--- config.mk ---
export PLATFORM = sky130hd
export DESIGN_NAME = ps_bigreg_assembler_flat
export DESIGN_NICKNAME = d
export VERILOG_FILES = /design/src/rtl/ps_bigreg_assembler_if.sv /design/src/rtl/ps_bigreg_assembler.sv /design/src/flat_wrapper.sv
export SDC_FILE = /design/constraint.sdc
export NUM_CORES = 1
export LEC_CHECK = 0
export ABC_AREA = 1
export BUFFER_PORTS_ARGS = -buffer_cell sky130_fd_sc_hd__buf_4
export CAP_MARGIN = 10
export CORE_ASPECT_RATIO = 0.8
export CORE_MARGIN = 2
export CORE_UTILIZATION = 61
export DETAILED_ROUTE_END_ITERATION = 8
export PLACE_DENSITY = 0.88
export SLEW_MARGIN = 20
export SYNTH_ARGS = -nofsm -noshare
export SYNTH_HDL_FRONTEND = slang
export SYNTH_SLANG_ARGS = --single-unit
--- constraint.sdc ---
create_clock -name clk -period 2.1 [get_ports clk]
set_input_delay 0.42 -clock clk [delete_from_list [all_inputs] [get_ports clk]]
set_output_delay 0.42 -clock clk [all_outputs]
set_load 0.05 [all_outputs]
--- src/rtl/ps_bigreg_assembler_if.sv ---
// rtl/ps_bigreg_assembler_if.sv - PS write path, response and assembled-register handshake bundle
interface ps_bigreg_assembler_if #(
    parameter int SAMPLES = 16,
    parameter int WORD_W  = 16,
    parameter int ID_W    = 8
);
    logic                      wr_en;
    logic [ID_W-1:0]           wr_id;
    logic [WORD_W-1:0]         wr_data;
    logic                      resp_valid;
    logic [1:0]                resp;
    logic [SAMPLES:0]          fresh_clr;
    logic [SAMPLES*WORD_W-1:0] out_data;
    logic                      out_valid;
    logic                      out_ready;
    logic [SAMPLES-1:0]        staged;

    modport master (
        output wr_en, wr_id, wr_data, out_ready,
        input  resp_valid, resp, fresh_clr, out_data, out_valid, staged
    );

    modport slave (
        input  wr_en, wr_id, wr_data, out_ready,
        output resp_valid, resp, fresh_clr, out_data, out_valid, staged
    );
endinterface

--- src/rtl/ps_bigreg_assembler.sv ---
// rtl/ps_bigreg_assembler.sv - stages PS word writes into a double-buffered wide register
// Optional staging timeout enabled by defining BIGREG_TIMEOUT_EN.
module ps_bigreg_assembler #(
    parameter int BASE_ID        = 1,
    parameter int SAMPLES        = 16,
    parameter int WORD_W         = 16,
    parameter int ID_W           = 8,
    parameter int TIMEOUT_CYCLES = 4096
) (
    input logic                    clk,
    input logic                    rst_n,
    ps_bigreg_assembler_if.slave   bus
);
    localparam int IDX_W  = (SAMPLES > 1) ? $clog2(SAMPLES) : 1;
    localparam int DATA_W = SAMPLES * WORD_W;
    localparam logic [ID_W-1:0] FIRST_ID = ID_W'(BASE_ID);
    localparam logic [ID_W-1:0] VALID_ID = ID_W'(BASE_ID + SAMPLES);
    localparam logic [1:0] RESP_OKAY   = 2'b00;
    localparam logic [1:0] RESP_SLVERR = 2'b10;

    typedef enum logic {S_IDLE, S_HOLD} state_e;

    state_e              state_q, state_d;
    logic [DATA_W-1:0]   stage_q, stage_d;
    logic [DATA_W-1:0]   out_data_q, out_data_d;
    logic [SAMPLES-1:0]  fresh_q, fresh_d;
    logic                resp_valid_q, resp_valid_d;
    logic [1:0]          resp_q, resp_d;
    logic [SAMPLES:0]    fresh_clr_q, fresh_clr_d;

    logic                data_wr;
    logic                valid_wr;
    logic                handshake;
    logic                commit;
    logic [IDX_W-1:0]    word_idx;

`ifdef BIGREG_TIMEOUT_EN
    localparam int CNT_W = $clog2(TIMEOUT_CYCLES + 1);
    logic [CNT_W-1:0]    cnt_q, cnt_d;
`endif

    assign data_wr   = bus.wr_en && (bus.wr_id >= FIRST_ID) && (bus.wr_id < VALID_ID);
    assign valid_wr  = bus.wr_en && (bus.wr_id == VALID_ID);
    assign word_idx  = IDX_W'(bus.wr_id - FIRST_ID);
    assign handshake = (state_q == S_HOLD) && bus.out_ready;
    // The consumer handshake frees the output register before the commit is judged.
    assign commit    = valid_wr && (&fresh_q) && ((state_q == S_IDLE) || handshake);

    always_comb begin
        state_d      = state_q;
        stage_d      = stage_q;
        fresh_d      = fresh_q;
        out_data_d   = out_data_q;
        resp_valid_d = 1'b0;
        resp_d       = RESP_OKAY;
        fresh_clr_d  = '0;
`ifdef BIGREG_TIMEOUT_EN
        cnt_d        = cnt_q;
`endif

        if (handshake) begin
            state_d = S_IDLE;
        end

        if (data_wr) begin
            resp_valid_d = 1'b1;
            for (int k = 0; k < SAMPLES; k++) begin
                if (word_idx == IDX_W'(k)) begin
                    stage_d[k*WORD_W +: WORD_W] = bus.wr_data;
                    fresh_d[k]                  = 1'b1;
                end
            end
        end

        if (valid_wr) begin
            resp_valid_d = 1'b1;
            if (commit) begin
                out_data_d  = stage_q;
                fresh_d     = '0;
                state_d     = S_HOLD;
                fresh_clr_d = '1;
            end else begin
                resp_d      = RESP_SLVERR;
                fresh_clr_d = {1'b1, {SAMPLES{1'b0}}};
            end
        end

`ifdef BIGREG_TIMEOUT_EN
        // A data write restarts the window; an idle non-empty mask ages until it is dropped.
        if (commit || data_wr || (fresh_q == '0)) begin
            cnt_d = '0;
        end else if (cnt_q == CNT_W'(TIMEOUT_CYCLES - 1)) begin
            cnt_d   = '0;
            fresh_d = '0;
        end else begin
            cnt_d = cnt_q + CNT_W'(1);
        end
`endif
    end

    always_ff @(posedge clk or negedge rst_n) begin
        if (!rst_n) begin
            state_q      <= S_IDLE;
            stage_q      <= '0;
            out_data_q   <= '0;
            fresh_q      <= '0;
            resp_valid_q <= 1'b0;
            resp_q       <= RESP_OKAY;
            fresh_clr_q  <= '0;
`ifdef BIGREG_TIMEOUT_EN
            cnt_q        <= '0;
`endif
        end else begin
            state_q      <= state_d;
            stage_q      <= stage_d;
            out_data_q   <= out_data_d;
            fresh_q      <= fresh_d;
            resp_valid_q <= resp_valid_d;
            resp_q       <= resp_d;
            fresh_clr_q  <= fresh_clr_d;
`ifdef BIGREG_TIMEOUT_EN
            cnt_q        <= cnt_d;
`endif
        end
    end

    assign bus.resp_valid = resp_valid_q;
    assign bus.resp       = resp_q;
    assign bus.fresh_clr  = fresh_clr_q;
    assign bus.out_data   = out_data_q;
    assign bus.out_valid  = (state_q == S_HOLD);
    assign bus.staged     = fresh_q;
endmodule

--- src/flat_wrapper.sv ---
// flat-port wrapper written by rule: the top's interface ports become plain ports
module ps_bigreg_assembler_flat 
#(
    parameter int BASE_ID        = 1,
    parameter int SAMPLES        = 16,
    parameter int WORD_W         = 16,
    parameter int ID_W           = 8,
    parameter int TIMEOUT_CYCLES = 4096
)
  (clk, rst_n, bus_wr_en, bus_wr_id, bus_wr_data, bus_out_ready, bus_resp_valid, bus_resp, bus_fresh_clr, bus_out_data, bus_out_valid, bus_staged);
  ps_bigreg_assembler_if #(.SAMPLES(SAMPLES), .WORD_W(WORD_W), .ID_W(ID_W)) bus_i ();
  input logic clk;
  input logic rst_n;
  input wire logic [$bits(bus_i.wr_en)-1:0] bus_wr_en;
  input wire logic [$bits(bus_i.wr_id)-1:0] bus_wr_id;
  input wire logic [$bits(bus_i.wr_data)-1:0] bus_wr_data;
  input wire logic [$bits(bus_i.out_ready)-1:0] bus_out_ready;
  output wire logic [$bits(bus_i.resp_valid)-1:0] bus_resp_valid;
  output wire logic [$bits(bus_i.resp)-1:0] bus_resp;
  output wire logic [$bits(bus_i.fresh_clr)-1:0] bus_fresh_clr;
  output wire logic [$bits(bus_i.out_data)-1:0] bus_out_data;
  output wire logic [$bits(bus_i.out_valid)-1:0] bus_out_valid;
  output wire logic [$bits(bus_i.staged)-1:0] bus_staged;
  assign bus_i.wr_en = bus_wr_en;
  assign bus_i.wr_id = bus_wr_id;
  assign bus_i.wr_data = bus_wr_data;
  assign bus_i.out_ready = bus_out_ready;
  assign bus_resp_valid = bus_i.resp_valid;
  assign bus_resp = bus_i.resp;
  assign bus_fresh_clr = bus_i.fresh_clr;
  assign bus_out_data = bus_i.out_data;
  assign bus_out_valid = bus_i.out_valid;
  assign bus_staged = bus_i.staged;
  ps_bigreg_assembler #(.BASE_ID(BASE_ID), .SAMPLES(SAMPLES), .WORD_W(WORD_W), .ID_W(ID_W), .TIMEOUT_CYCLES(TIMEOUT_CYCLES)) u_core (.clk(clk), .rst_n(rst_n), .bus(bus_i));
endmodule
# == Yosys cells after proc, flatten, opt, wreduce, memory -nomap -nowiden ==
# Index checks and enable logic that the tools add are counted.
# word_totals
out_inout_bits,293
wordCells,96
register_bits,549
in_bits,28
# op_classes
n_eq_ne,16
muxes,28
addsub,1
bitwise_logic,1
n_lt_le_gt_ge,2
n_reduce_logical,26
# op_table
op,n
two-way mux 16 bit,4
AND reduction 2 bit,17
equality test 4 bit (second input constant),8
two-way mux 1 bit,21
two-way mux 17 bit,1
equality test 4 x 3 -> 1 bit (second input constant),4
AND reduction 16 bit,1
equality test 4 x 2 -> 1 bit (second input constant),2
equality test 8 x 5 -> 1 bit (second input constant),1
>= comparator 8 x 1 -> 1 bit (second input constant),1
less-than comparator 8 x 5 -> 1 bit (second input constant),1
logical AND 1 bit,6
equality test 4 x 1 -> 1 bit (second input constant),1
zero test 4 bit,1
two-way mux 2 bit,2
subtractor 4 x 1 -> 4 bit (second input constant),1
logical OR 1 bit,1
NOT 1 bit,1

# == Depth between registers and ports, before layout ==
# Gate-level depths: netlist of run 1.
# depth
ltp_word,6
ltp_mapped,10
ltp_nobuf,8

# == Worst setup path before layout of run 1 ==
# Ideal clock, no wire load.
# synth_timing
kind,reg-to-reg
from,"register u_core.fresh_q[0], in the netlist u_core.bus.staged[0]"
to,"register u_core.out_data_q[144], in the netlist u_core.bus.out_data[144]"
path_buffers,2
path_stages_with_launch,10
setup_ns,0.119
synth_period_minus_slack_ns,1.785
t_arrival_ns,1.666
slack_ns,0.315
t_required_ns,1.981
path_cell_list,dfrtp_1 -> nand2_1 -> nor2_1 -> nand2_1 -> nor2_2 -> nand3_2 -> buf_2 -> buf_2 -> nand2_1 -> nand2_1
# synth_via
elab_chain_cells,4
# synth_rtl
item,line,text
from (decl),ps_bigreg_assembler.sv:26,"logic [SAMPLES-1:0] fresh_q, fresh_d;"
from (signal assigned),ps_bigreg_assembler.sv:117,fresh_q <= fresh_d;
AND reduction 16 bit,ps_bigreg_assembler.sv:47,assign commit = valid_wr && (&fresh_q) && ((state_q == S_IDLE) || handshake);
logical AND 1 bit (2 in series),ps_bigreg_assembler.sv:47,
AND reduction 2 bit (no line),n/a,
to (signal assigned),ps_bigreg_assembler.sv:116,out_data_q <= out_data_d;
to (decl),ps_bigreg_assembler.sv:25,"logic [DATA_W-1:0] out_data_q, out_data_d;"
# No other way between the ends.
# A chain may end at the register's enable or synchronous reset.

# == Worst setup path in the final report of run 1 ==
# layout_timing
from,"register u_core.fresh_q[0], in the netlist u_core.bus.staged[0]"
to,"register u_core.out_data_q[116], in the netlist u_core.bus.out_data[116]"
# The elaborated chain is that of the path after synthesis.

==> results.md, run 1 <==
- Clock tree from TritonCTS: done
- Total number of nets in the final design: 2,526
- VDD IR max: 0.000795 V
- DR WL met2: 28.3 mm
- Kind of cell adding the most delay to the critical path: simple AND/OR/NAND/NOR gates
- Routed wire length: 62.7 mm
- CP peak stage delay: 0.40 ns
- Max Buffers Root-to-Sink: 3
- Clk sink count: 533
- Number of detailed-routing iterations run before antenna repair: 6
- CTS root buffer: clkbuf_16
- Clock slew seen by the registers of the worst setup and hold paths: 0.07 ns
- Worst setup path category: reg2reg
- Crit. End Element: flip-flop
- Worst R2R Start: u_core.bus.staged[0]
- Vertical die dimension: 170 um
- Depth of the most critical reg-to-reg path: 7
- Share of synthesized registers carrying an async set or reset: 1.00
- Die footprint: 36,100 sq um
- Worst-path cell with the longest stage delay: dfrtp_1
- Endpoint, Worst Hold: u_core.stage_q[143]
- Overall die width: 212 um
- Core occupancy in the finished layout: 0.757
- Final worst setup slack: 0.164 ns
- Yosys Warn Count: 0
- Area fraction of the dominant cell type after synthesis: 0.632
- Hold-critical path depth: 3
- Remaining DRCs: 0
- Placement Cell Area: 24,000 sq um
- Number of max-cap violations: 0
- Postcts setup bufs: 0
- Synthesized instance count: 2,258
- Via Count: 18,100
- HP Class: in2reg
- Area Growth Syn to Fin: 21.3%
- Placed Cells: 2,911
- H-tree depth reported by CTS: 2
- Tightest Pin Transition: 0.859 ns
- # rows: 60
- Start point of the critical path: u_core.bus.staged[0]
- Final Hold Fails: 0
- Slack of the worst reg-to-reg path: 0.16 ns
- Number of flops mapped to enable cells by yosys: 0
- CP Max Fanout: 110
- Number of max-slew violations in the final report: 0
- Post-synthesis instance area: 21,100 sq um
- Biggest area contributors in the synthesized netlist: dfrtp_1 63%, nand2_1 17%, nand4_1 8.2%
- Final GP Congestion: 0.874
- Top Layer Used: met5
- Global-route wire length before repair: 97.3 mm
- Most frequent cell on the critical path: nand2_1
- Clock latency at the later pin of the worst-skew pair: 0.58 ns
- FF+latch count, synth: 533
- Setup repair after global routing missed its margin: no
- Placeable core region: 33,900 sq um
- Clock buffers created by TritonCTS: 49
- Cell Pwr Density: 796 nW/um^2
- Port-buffer cells: 319
- Critical path buffer and inverter count: 1
- Ratio of cells with drive above 1 in the final layout: 0.193
- Synthesized netlist net count: 2,286
- Most numerous cell in the Yosys netlist: nand2_1
- Final worst path period need: 1.94 ns
- Start point of the worst min-delay path: bus_wr_data[15]
- Final setup violation count: 0
- Proportion of synthesized chip area in sequential cells: 0.632
- Sum of overflow across all layers after global routing: 0
- Setup TNS: 0 ns
- Leakage power total: 14.1 nW
- Initial antenna violation count: 3
- Finished Cell Area: 25,600 sq um
- Setup crit start kind: flip-flop
- Routed wire length on met3: 7.71 mm
- Syn_area_per_cell: 9.35 sq um
- Number of global-route vias before repair: 17,400
- Worst Clk Skew: 0.0179 ns
- Fmax: 517 MHz
- Cell type with the largest total area after synthesis: dfrtp_1
- Setup slack at placement: -0.138 ns
- Main synth FF type: dfrtp_1
- Number of library cell types mapped by synthesis: 23
- CTS-repair resized insts: 0
- Number of routed nets with antenna violations: 0
- Largest net degree at the start of global routing: 111
- Power after layout: 20.4 mW
- Normalized max-slew margin: 0.427
- Worst hold margin: 0.133 ns
- Required time of the worst setup path: 2.61 ns
- Effective utilization at floorplan: 0.624
- Number of placed I/O pins: 321
- Met1 WL: 24.2 mm
- Overall fraction of global-route tracks in use: 0.351
- Post-route clock period utilization: 0.922
- Top post-synthesis cells by count: 952 x nand2_1, 533 x dfrtp_1, 276 x nand4_1
- Via density per instance: 6.03
- Cells along the critical path: nand2_1, nor2_1, nand2_1, nor2_4, buf_12, nand4_1, nand2_1
- Violation count after the first detailed-route iteration: 2,523
- Number of fill cells in the layout: 2,157
- HPWL after detailed placement: 39.1 mm
- Non-filler cells, final: 3,000
- Outcome: finished, final reports clean
- Avg WL per Cell: 20.9 um
- Reg-to-Reg End: u_core.bus.out_data[116]
- Data arrival at the endpoint of the critical path: 2.45 ns
## repair_timing
| action | 4_1_cts | 5_1_grt |
|---|---|---|
| endpoints found under the setup margin | 0 | 0 |
| endpoints found under the hold margin | 28 | 0 |
| hold buffers | 1 | 0 |
## sequential cells by signal, indices dropped and copies added (netlist names)
register               count
u_core.bus.out_data      256
u_core.stage_q           256
u_core.bus.staged         16
u_core.bus.fresh_clr       2
u_core.bus.out_valid       1
u_core.bus.resp            1
u_core.bus.resp_valid      1
## worst reg2reg max path: stages (launching register included)
cell	delay (ns)
dfrtp_1	0.40
nand2_1	0.07
nor2_1	0.17
nand2_1	0.14
nor2_4	0.23
buf_12	0.38
nand4_1	0.36
nand2_1	0.12
## report_power, final
part	internal, mW	total [mW]	switching [mW]
Clock	4.99	8.87	3.88
Sequential	10.5	10.7	0.164
Combinational	0.210	0.828	0.618
## cell families (layout without fill, tap and decap cells)
logic type	count (synthesis)	after routing	synth area share
compound gates	192	192	0.0455
other cells	1	2	0.000178
buf+inv	258	534	0.0571
simple gates	1274	1274	0.266
flops	533	533	0.632
## cell type report
| cell class | count | area (sq um) | share of cell area |
|---|---|---|---|
| Tap cell | 465 | 582 | 0.0227 |
| Multi-Input combinational cell | 1467 | 6590 | 0.257 |
| Timing Repair Buffer | 385 | 3280 | 0.128 |
| Sequential cell | 533 | 13300 | 0.521 |
| Inverter | 62 | 238 | 0.00928 |
| Antenna cell | 1 | 2.50 | 0.0000977 |
| Clock inverter | 15 | 129 | 0.00503 |
| Clock buffer | 72 | 1470 | 0.0575 |
## cells in the final DEF, fill, tap and decap left out, types with 4 or more instances in the layout
cell type / synthesis / routed
buf_12: 0 / 30
buf_4: 34 / 353
clkbuf_1: 84 / 7
clkbuf_16: 0 / 49
clkbuf_8: 0 / 16
clkinv_2: 0 / 9
dfrtp_1: 533 / 533
inv_1: 57 / 57
inv_2: 4 / 4
nand2_1: 952 / 952
nand3_1: 4 / 4
nand3_2: 8 / 7
nand4_1: 276 / 276
nor2_1: 22 / 22
nor2_4: 4 / 5
o21ai_0: 160 / 160
o21ai_1: 32 / 32
## metal layers
layer  vias to the layer above  track usage
met1                      8857        0.488
met2                      1179        0.525
met4                         2        0.141
met5                         -            0
li1                       7851            -
met3                       202        0.105
## worst max-delay path by stage
stage	endpoint	cells after the start	slack (ns)
floorplan	u_core.bus.out_data[144]	9	0.31
global placement	u_core.stage_q[128]	8	-0.05
detailed placement	u_core.stage_q[152]	8	-0.14
CTS	bus_fresh_clr[2]	1	0.16
global route	u_core.bus.out_data[77]	8	0.1
finish	u_core.bus.out_data[116]	7	0.16
Power figures use the tool's default switching activity.
==> run 2: changes to the inputs <==
Settings changed: CORE_UTILIZATION 61 to 35, PLACE_DENSITY 0.88 to 0.57.
==> run 2 against run 1 <==
Critical path depth is 6 lower. Setup slack worse by 0.015 ns. Combinational power is 4.6% higher. Fmax is 0.75% lower. Sequential share of layout area is 1.9 points lower. Via count is 5.0% lower. Global-route usage is 13 points lower. Critical path type is now reg2out. Sequential cell count stayed put. Power is 6.0% higher. Core utilization is 31 points lower. First-iteration DRC count is 28% lower. Largest cell class unchanged.
==> results.md, run 2 (synthesis gave the netlist of run 1 again) <==
- Endpoint, Worst Hold: u_core.stage_q[41]
- CP peak stage delay: 0.64 ns
- Final setup violation count: 0
- DR WL met2: 29.2 mm
- Non-filler cells, final: 3,357
- VDD IR max: 0.000516 V
- Post-route clock period utilization: 0.929
- Hold-critical path depth: 3
- Core occupancy in the finished layout: 0.446
- Data arrival at the endpoint of the critical path: 1.53 ns
- Outcome: finished, final reports clean
- Cells along the critical path: buf_4
- Total number of nets in the final design: 2,562
- Number of fill cells in the layout: 5,677
- Depth of the most critical reg-to-reg path: 8
- Die footprint: 62,300 sq um
- Crit. End Element: primary output
- Area occupied by multi-input gates: 6590 sq um
- Slack of the worst reg-to-reg path: 0.19 ns
- Number of max-slew violations in the final report: 0
- Port-buffer cells: 319
- Number of placed I/O pins: 321
- Vertical die dimension: 224 um
- Routed wire length on met3: 5.67 mm
- HPWL after detailed placement: 44.0 mm
- Worst Clk Skew: 0.0217 ns
- Overall die width: 279 um
- Sum of overflow across all layers after global routing: 0
- # rows: 80
- Normalized max-slew margin: 0.444
- CTS root buffer: clkbuf_16
- Routed wire length: 68.3 mm
- Via density per instance: 5.12
- HP Class: in2reg
- Number of detailed-routing iterations run before antenna repair: 5
- Setup crit start kind: flip-flop
- Clock latency at the later pin of the worst-skew pair: 0.60 ns
- Most frequent standard cell in the layout excluding fill and tap cells: nand2_1
- Number of global-route vias before repair: 16,500
- Leakage power total: 14.4 nW
- Overall fraction of global-route tracks in use: 0.217
- Top Layer Used: met4
- Hold-fix buffers at CTS: 1
- Number of max-cap violations: 0
- Largest net degree at the start of global routing: 144
- Clock tree from TritonCTS: done
- Start point of the worst min-delay path: bus_wr_data[9]
- Number of routed nets with antenna violations: 0
- Kind of cell adding the most delay to the critical path: flip-flops
- Placeable core region: 59,700 sq um
- Placed Cells: 3,256
- Final GP Congestion: 0.817
- Global-route wire length before repair: 104 mm
- Ratio of cells with drive above 1 in the final layout: 0.205
- CP Max Fanout: 16
- Cell Pwr Density: 813 nW/um^2
- Worst R2R Start: u_core.bus.staged[12]
- Avg WL per Cell: 20.3 um
- Worst setup path category: reg2out
- Effective utilization at floorplan: 0.354
- Postcts setup bufs: 0
- Remaining DRCs: 0
- Area occupied by registers: 13,300 sq um
- Max Buffers Root-to-Sink: 3
- Final Hold Fails: 0
- Setup repair after global routing missed its margin: no
- Area Growth Syn to Fin: 25.9%
- Fmax: 513 MHz
- Final worst path period need: 1.95 ns
- Worst-path cell with the longest stage delay: dfrtp_1
- Required time of the worst setup path: 1.68 ns
- Clock slew seen by the registers of the worst setup and hold paths: 0.07 ns
- Violation count after the first detailed-route iteration: 1,825
- H-tree depth reported by CTS: 2
- Tightest Pin Transition: 0.834 ns
- Clock buffers created by TritonCTS: 54
- CTS-repair resized insts: 0
- Clk sink count: 533
- Antenna diode count: 0
- Setup TNS: 0 ns
- Initial antenna violation count: 5
- Critical path buffer and inverter count: 1
- Most frequent cells in the layout: 951 x nand2_1, 533 x dfrtp_1, 377 x buf_4, 276 x nand4_1, 160 x o21ai_0
- Via Count: 17,200
- Power after layout: 21.6 mW
- Met1 WL: 31.6 mm
- Reg-to-Reg End: u_core.bus.out_data[77]
-- run 2: worst min-delay path: stages --
cell	delay, ns
buf_4	0.16
nand2_1	0.07
nand2_1	0.04
-- run 2: worst max path at each step --
stage	startpoint	endpoint	slack [ns]	cells after the start
after global routing	u_core.bus.fresh_clr[15]	bus_fresh_clr[1]	0.03	1
after global placement	bus_wr_id[6]	u_core.bus.out_data[74]	0.06	9
final	u_core.bus.fresh_clr[15]	bus_fresh_clr[1]	0.15	1
after CTS	u_core.bus.fresh_clr[15]	bus_fresh_clr[1]	0.08	1
after detailed placement	bus_wr_id[6]	u_core.bus.out_data[74]	0.06	9
after floorplan	u_core.bus.staged[0]	u_core.bus.out_data[144]	0.31	9
-- run 2: final cells by class --
class,count,area share
sequential,533,0.502
timing repair buffer,416,0.135
clock buffer,78,0.0592
inverter,62,0.00904
clock inverter,22,0.0104
multi-input combinational,1467,0.248
tap,779,0.0367
-- run 2: through the flow --
stage	area (sq um)	hold slack (ns)	setup WS, ns
floorplan	21100	0.124	0.315
global placement	24700	0.361	0.0554
detailed placement	24700	0.361	0.0622
CTS	26600	0.0976	0.0850
global route	26600	0.125	0.0317
finish	26600	0.127	0.150
-- run 2: layer usage --
metal  vias to the layer above  global-route usage
met3                       104              0.0547
met5                         -                   0
li1                       7945                   -
met4                         0              0.0636
met1                      8494               0.324
met2                       640               0.310
-- run 2: report_power, final --
group          switching [mW]  total (mW)  internal, mW
Sequential              0.151        10.7          10.5
Combinational           0.640       0.866         0.226
Clock                    4.13        10.1          5.94
